### config.mk
export PLATFORM = sky130hd
export DESIGN_NAME = seg7_scan_reader
export DESIGN_NICKNAME = d
export VERILOG_FILES = /design/src/rtl/seg7_scan_reader_pkg.sv /design/src/rtl/seg7_glyph_decode.sv /design/src/rtl/seg7_scan_reader.sv
export SDC_FILE = /design/constraint.sdc
export NUM_CORES = 1
export LEC_CHECK = 0
export CORE_MARGIN = 4
export CORE_UTILIZATION = 40
export CTS_BUF_LIST = sky130_fd_sc_hd__clkbuf_8
export CTS_CLUSTER_DIAMETER = 40
export DETAILED_ROUTE_END_ITERATION = 10
export SLEW_MARGIN = 5
export SYNTH_ARGS = -nofsm -noshare
export SYNTH_HDL_FRONTEND = slang
export SYNTH_HIERARCHICAL = 1
export SYNTH_SLANG_ARGS = --single-unit
### constraint.sdc
create_clock -name clk -period 5 [get_ports clk]
set_input_delay 0.5 -clock clk [delete_from_list [all_inputs] [get_ports clk]]
set_output_delay 0.5 -clock clk [all_outputs]
set_load 0.02 [all_outputs]
### src/rtl/seg7_scan_reader_pkg.sv
// Shared glyph table, inverse lookup and frame-FSM state type for the
// 7-segment scan reader.
package seg7_pkg;

    // Active-low glyph codes, bit6 = g ... bit0 = a, indexed by hex value
    localparam logic [6:0] SEG7_GLYPH [16] = '{
        7'h40, 7'h79, 7'h24, 7'h30, 7'h19, 7'h12, 7'h02, 7'h78,
        7'h00, 7'h10, 7'h08, 7'h03, 7'h46, 7'h21, 7'h06, 7'h0E
    };

    typedef enum logic {
        COLLECT,
        PEND
    } frame_state_e;

    // Returns {legal, hex}; any code outside the table is illegal
    function automatic logic [4:0] seg7_to_hex(input logic [6:0] seg);
        logic [4:0] res;
        res = '0;
        for (int i = 0; i < 16; i++) begin
            if (seg == SEG7_GLYPH[i]) begin
                res = {1'b1, 4'(i)};
            end
        end
        return res;
    endfunction

endpackage

### src/rtl/seg7_glyph_decode.sv
// Combinational inverse 7-segment decoder: glyph code to hex digit plus a
// legality flag.
module seg7_glyph_decode
    import seg7_pkg::*;
(
    input  logic [6:0] seg_n,
    output logic       legal,
    output logic [3:0] hex
);

    always_comb begin
        {legal, hex} = seg7_to_hex(seg_n);
    end

endmodule

### src/rtl/seg7_scan_reader.sv
// Samples a multiplexed active-low 7-segment bus, debounces each glyph,
// decodes it back to hex and hands complete frames out over valid/ready.
module seg7_scan_reader
    import seg7_pkg::*;
#(
    parameter int NDIGITS       = 4,
    parameter int STABLE_CYCLES = 4
) (
    input  logic                   clk,
    input  logic                   rst,
    input  logic [6:0]             seg_n,
    input  logic [NDIGITS-1:0]     dig_sel_n,
    output logic [4*NDIGITS-1:0]   value,
    output logic [NDIGITS-1:0]     digit_ok,
    output logic                   upd_valid,
    input  logic                   upd_ready
);

    localparam int CW = $clog2(STABLE_CYCLES + 1);
    localparam int SW = NDIGITS + 7;

    logic [6:0]           seg_s1_q, seg_s2_q;
    logic [NDIGITS-1:0]   sel_s1_q, sel_s2_q;
    logic [SW-1:0]        prev_q;
    logic [CW-1:0]        cnt_q, cnt_d;
    logic [4*NDIGITS-1:0] live_val_q, live_val_d;
    logic [NDIGITS-1:0]   live_ok_q, live_ok_d;
    logic [NDIGITS-1:0]   seen_q, seen_d;
    logic [4*NDIGITS-1:0] value_q;
    logic [NDIGITS-1:0]   digit_ok_q;
    logic                 upd_valid_q;
    frame_state_e         state_q;

    logic [SW-1:0]        samp;
    logic [NDIGITS-1:0]   sel_act;
    logic                 same, commit, take;
    logic                 glyph_legal;
    logic [3:0]           glyph_hex;

    seg7_glyph_decode u_decode (
        .seg_n (seg_s2_q),
        .legal (glyph_legal),
        .hex   (glyph_hex)
    );

    always_comb begin
        samp    = {sel_s2_q, seg_s2_q};
        sel_act = ~sel_s2_q;
        same    = (samp == prev_q);
        // Counter saturates, so the strobe fires once per stable period
        commit  = same && (cnt_q == CW'(STABLE_CYCLES - 1));
        take    = commit && $onehot(sel_act);

        if (!same) begin
            cnt_d = CW'(1);
        end else if (cnt_q == CW'(STABLE_CYCLES)) begin
            cnt_d = cnt_q;
        end else begin
            cnt_d = cnt_q + CW'(1);
        end

        live_val_d = live_val_q;
        live_ok_d  = live_ok_q;
        seen_d     = seen_q;
        for (int d = 0; d < NDIGITS; d++) begin
            if (take && sel_act[d]) begin
                seen_d[d] = 1'b1;
                if (glyph_legal) begin
                    live_val_d[4*d +: 4] = glyph_hex;
                    live_ok_d[d]         = 1'b1;
                end else begin
                    live_ok_d[d]         = 1'b0;
                end
            end
        end
    end

    always_ff @(posedge clk or posedge rst) begin
        if (rst) begin
            seg_s1_q   <= '1;
            seg_s2_q   <= '1;
            sel_s1_q   <= '1;
            sel_s2_q   <= '1;
            prev_q     <= '1;
            cnt_q      <= '0;
            live_val_q <= '0;
            live_ok_q  <= '0;
        end else begin
            seg_s1_q   <= seg_n;
            seg_s2_q   <= seg_s1_q;
            sel_s1_q   <= dig_sel_n;
            sel_s2_q   <= sel_s1_q;
            prev_q     <= samp;
            cnt_q      <= cnt_d;
            live_val_q <= live_val_d;
            live_ok_q  <= live_ok_d;
        end
    end

    // Frame FSM: snapshot includes a commit landing in the same cycle
    always_ff @(posedge clk or posedge rst) begin
        if (rst) begin
            state_q     <= COLLECT;
            upd_valid_q <= 1'b0;
            value_q     <= '0;
            digit_ok_q  <= '0;
            seen_q      <= '0;
        end else begin
            case (state_q)
                COLLECT: begin
                    if (&seen_d) begin
                        value_q     <= live_val_d;
                        digit_ok_q  <= live_ok_d;
                        seen_q      <= '0;
                        upd_valid_q <= 1'b1;
                        state_q     <= PEND;
                    end else begin
                        seen_q      <= seen_d;
                    end
                end
                PEND: begin
                    seen_q <= seen_d;
                    if (upd_ready) begin
                        upd_valid_q <= 1'b0;
                        state_q     <= COLLECT;
                    end
                end
                default: begin
                    state_q     <= COLLECT;
                    upd_valid_q <= 1'b0;
                end
            endcase
        end
    end

    assign value     = value_q;
    assign digit_ok  = digit_ok_q;
    assign upd_valid = upd_valid_q;

endmodule
==> qor.yml <==
timing:
  fin_setup_tns_ns: 0
  worstMarginPinSlew_ns: 1.06
  slew_headroom_pct: 28.7
  period_minus_slack_ns: 4.09
  rsz0062_at_grt: "false"
  hold_viol: 0
  finalCritPeriodShare_pct: 81.9
  final-setup-viol-count: 0
  finalClockSkew_ns: 0.0119
  final_max_slew_viol_count: 0
  fmax_mhz: 244
worst_hold_path:
  hold_class: "reg -> reg"
  min_from: "seg_s1_q[3]"
  hold_path_end: "seg_s2_q[3]"
  hold_path_depth: 0
cts:
  clkSinkCount: 82
  cts_hold_buf: 0
  post_cts.repair.setup_buffers: 0
  cts_tree: "yes"
  path_clk_slew_ns: 0.09
  insertion_delay_ns: 0.35
  root_buffer: "clkbuf_8"
  post_cts_resized: 0
  htreeDepth: 3
  cts_buffer_depth: 2
  tritoncts.num_buffers: 9
logic_synthesis:
  synth_top_area_share_pct: 34.6
  post-synth-top-count-cell: "dfrtp_1"
  synth_edf_count: 0
  yosys-top-cells-area: "dfrtp_1, dfstp_2, mux2_4"
  postSynthCellCount: 245
  synth_flop_cell: "dfrtp_1"
  yosysTopAreaCell: "dfrtp_1"
  yosysUniqueCellTypes: 52
  yosys_warnings: 6
  syn_nets: 265
  synthTopCellsByCount: "dfrtp_1, dfstp_2, mux2_4"
  synth_area_um2: 3540
  synthArstFlopShare_pct: 100
  yosysSeqAreaShare_pct: 59.1
  ys_seq_elements: 82
  synth_area_per_cell_um2: 14.5
place:
  placed_cells: 374
  port_buffers: 34
  hpwl_mm: 3.89
  gp_congestion: 0.765
worst_setup_path:
  startpoint_type: "flop"
  r2r-start: "sel_s2_q[1]"
  critPathBufInv: 2
  max_stage_delay_ns: 0.63
  crit_arrival_ns: 4.33
  rrSetupSlack_ns: 0.91
  cp_top_family: "compound AO/OA/AOI/OAI gates"
  worstPathCellList: "fa_1, inv_1, ha_1, ha_1, nand4bb_1, nor2_1, nand4_1, a221oi_1, o211a_1, buf_4, mux2_2"
  rr_endpoint: "digit_ok[3]"
  path_max_fanout: 13
  crit_required_ns: 5.24
  crit_top_cell: "ha_1"
  path_class: "reg -> reg"
  critPathCaptureType: "flop"
  crit_slowest_cell: "o211a_1"
  reg2regPathDepth: 11
power:
  ir_drop_mv: 0.157
  p_per_area_nw_per_um2: 309
  p_leak_nw: 1.89
run:
  drv_cap: 0
detailed_routing:
  routed_wl_mm: 5.89
  wl_per_cell_um: 15.1
  drtIter0Drc: 111
  firstDrtPassIters: 4
  avgViaCountPerCell: 4.98
  ant_nets: 0
  drc: 0
  vias: 1943
cells_and_area:
  area_growth_pct: 16.8
  fillCellCount: 766
  instances_no_fill: 390
  drive_above_1_share_pct: 35.8
  antenna_cells: 0
  fin_nets: 297
floorplanning:
  design.die.area_um2: 10400
  initial_core_util_pct: 40.8
  row_count: 34
  core_area_um2: 8680
  top_level_ports: 35
  die_w_um: 102
  die_y_um: 102
grt:
  antenna_found_initial: 0
  grtUsageTotal_pct: 12.4
  grt_max_degree: 53
  grt_pass1_wl_mm: 9.69
  grt_pass1_vias: 1909
  grt.overflow.total: 0
status:
  status: "finished, final reports clean"
cell usage in the layout, fill, tap and decap left out, types with 3 or more instances in the layout:
cell,count
dfrtp_1,49
clkdlybuf4s50_1,34
dfstp_2,33
mux2_4,32
inv_1,12
xor2_1,11
nand2_1,9
clkbuf_8,9
a21oi_1,8
mux2_2,8
nor2_1,7
ha_1,5
or4_1,4
nor3_1,4
nand4_1,4
a21o_1,3
nand3_1,3
registers in the layout (all words and copies together) (netlist names):
register    cells
seg_s2_q        7
prev_q         11
digit_ok        4
sel_s1_q        4
live_val_q     16
value          16
seg_s1_q        7
state_q         1
cnt_q           3
sel_s2_q        4
live_ok_q       4
upd_valid       1
seen_q          4
per-layer routing:
layer	up-vias	global-route usage, %	share of wire (%)
li1	922	-	-
met5	-	0	0
met4	0	5.95	2.0
met2	49	17.6	44
met3	9	3.14	4.2
met1	963	17.6	50
where the power goes:
group / switching, mW / leakage [nW] / internal [mW]
Sequential: 0.0176 / 1.03 / 0.688
Combinational: 0.0304 / 0.752 / 0.0248
Clock: 0.241 / 0.107 / 0.280
Total: 0.289 / 1.89 / 0.993
through the flow:
stage | utilization [%] | setup slack [ns] | hold slack (ns) | power [mW] | instance area [um2]
after floorplan | - | 1.75 | 0.345 | 0.754 | 3540
after global placement | 45.2 | 1.06 | 0.345 | 0.773 | 3930
after detailed placement | 45.2 | 0.937 | 0.347 | 0.774 | 3930
after CTS | 47.7 | 0.909 | 0.351 | 1.31 | 4140
after global routing | 47.7 | 0.566 | 0.351 | 1.34 | 4140
final | 47.7 | 0.906 | 0.346 | 1.28 | 4140
cells by family after synthesis:
kind of cell / Yosys count / synth area share, %
muxes: 40 / 16.1
xor gates and xnor gates: 13 / 3.21
adders and majority gates: 6 / 2.33
DFF: 82 / 59.1
AOI/OAI and AO/OA: 28 / 6.21
buffers and inverters: 27 / 4.41
and+or+nand+nor: 49 / 8.68
area by class of cell:
class	count	area (um2)	share of cell area, %
repair buffers	36	355	8.58
inverters	12	46.3	1.12
multi-input cells	136	1290	31.3
clock buffers	9	124	2.99
flip-flops and latches	82	2090	50.5
clock inverters	7	92.6	2.24
well taps	108	135	3.26
worst max path at each step:
stage / depth (start not counted) / end / startpoint
floorplan: 13 / digit_ok[3] / sel_s2_q[1]
global placement: 11 / digit_ok[0] / sel_s2_q[1]
detailed placement: 11 / digit_ok[2] / sel_s2_q[1]
CTS: 11 / digit_ok[2] / sel_s2_q[1]
global route: 11 / digit_ok[3] / sel_s2_q[1]
finish: 11 / digit_ok[3] / sel_s2_q[1]
No activity file was read; power rests on OpenSTA's default activity.
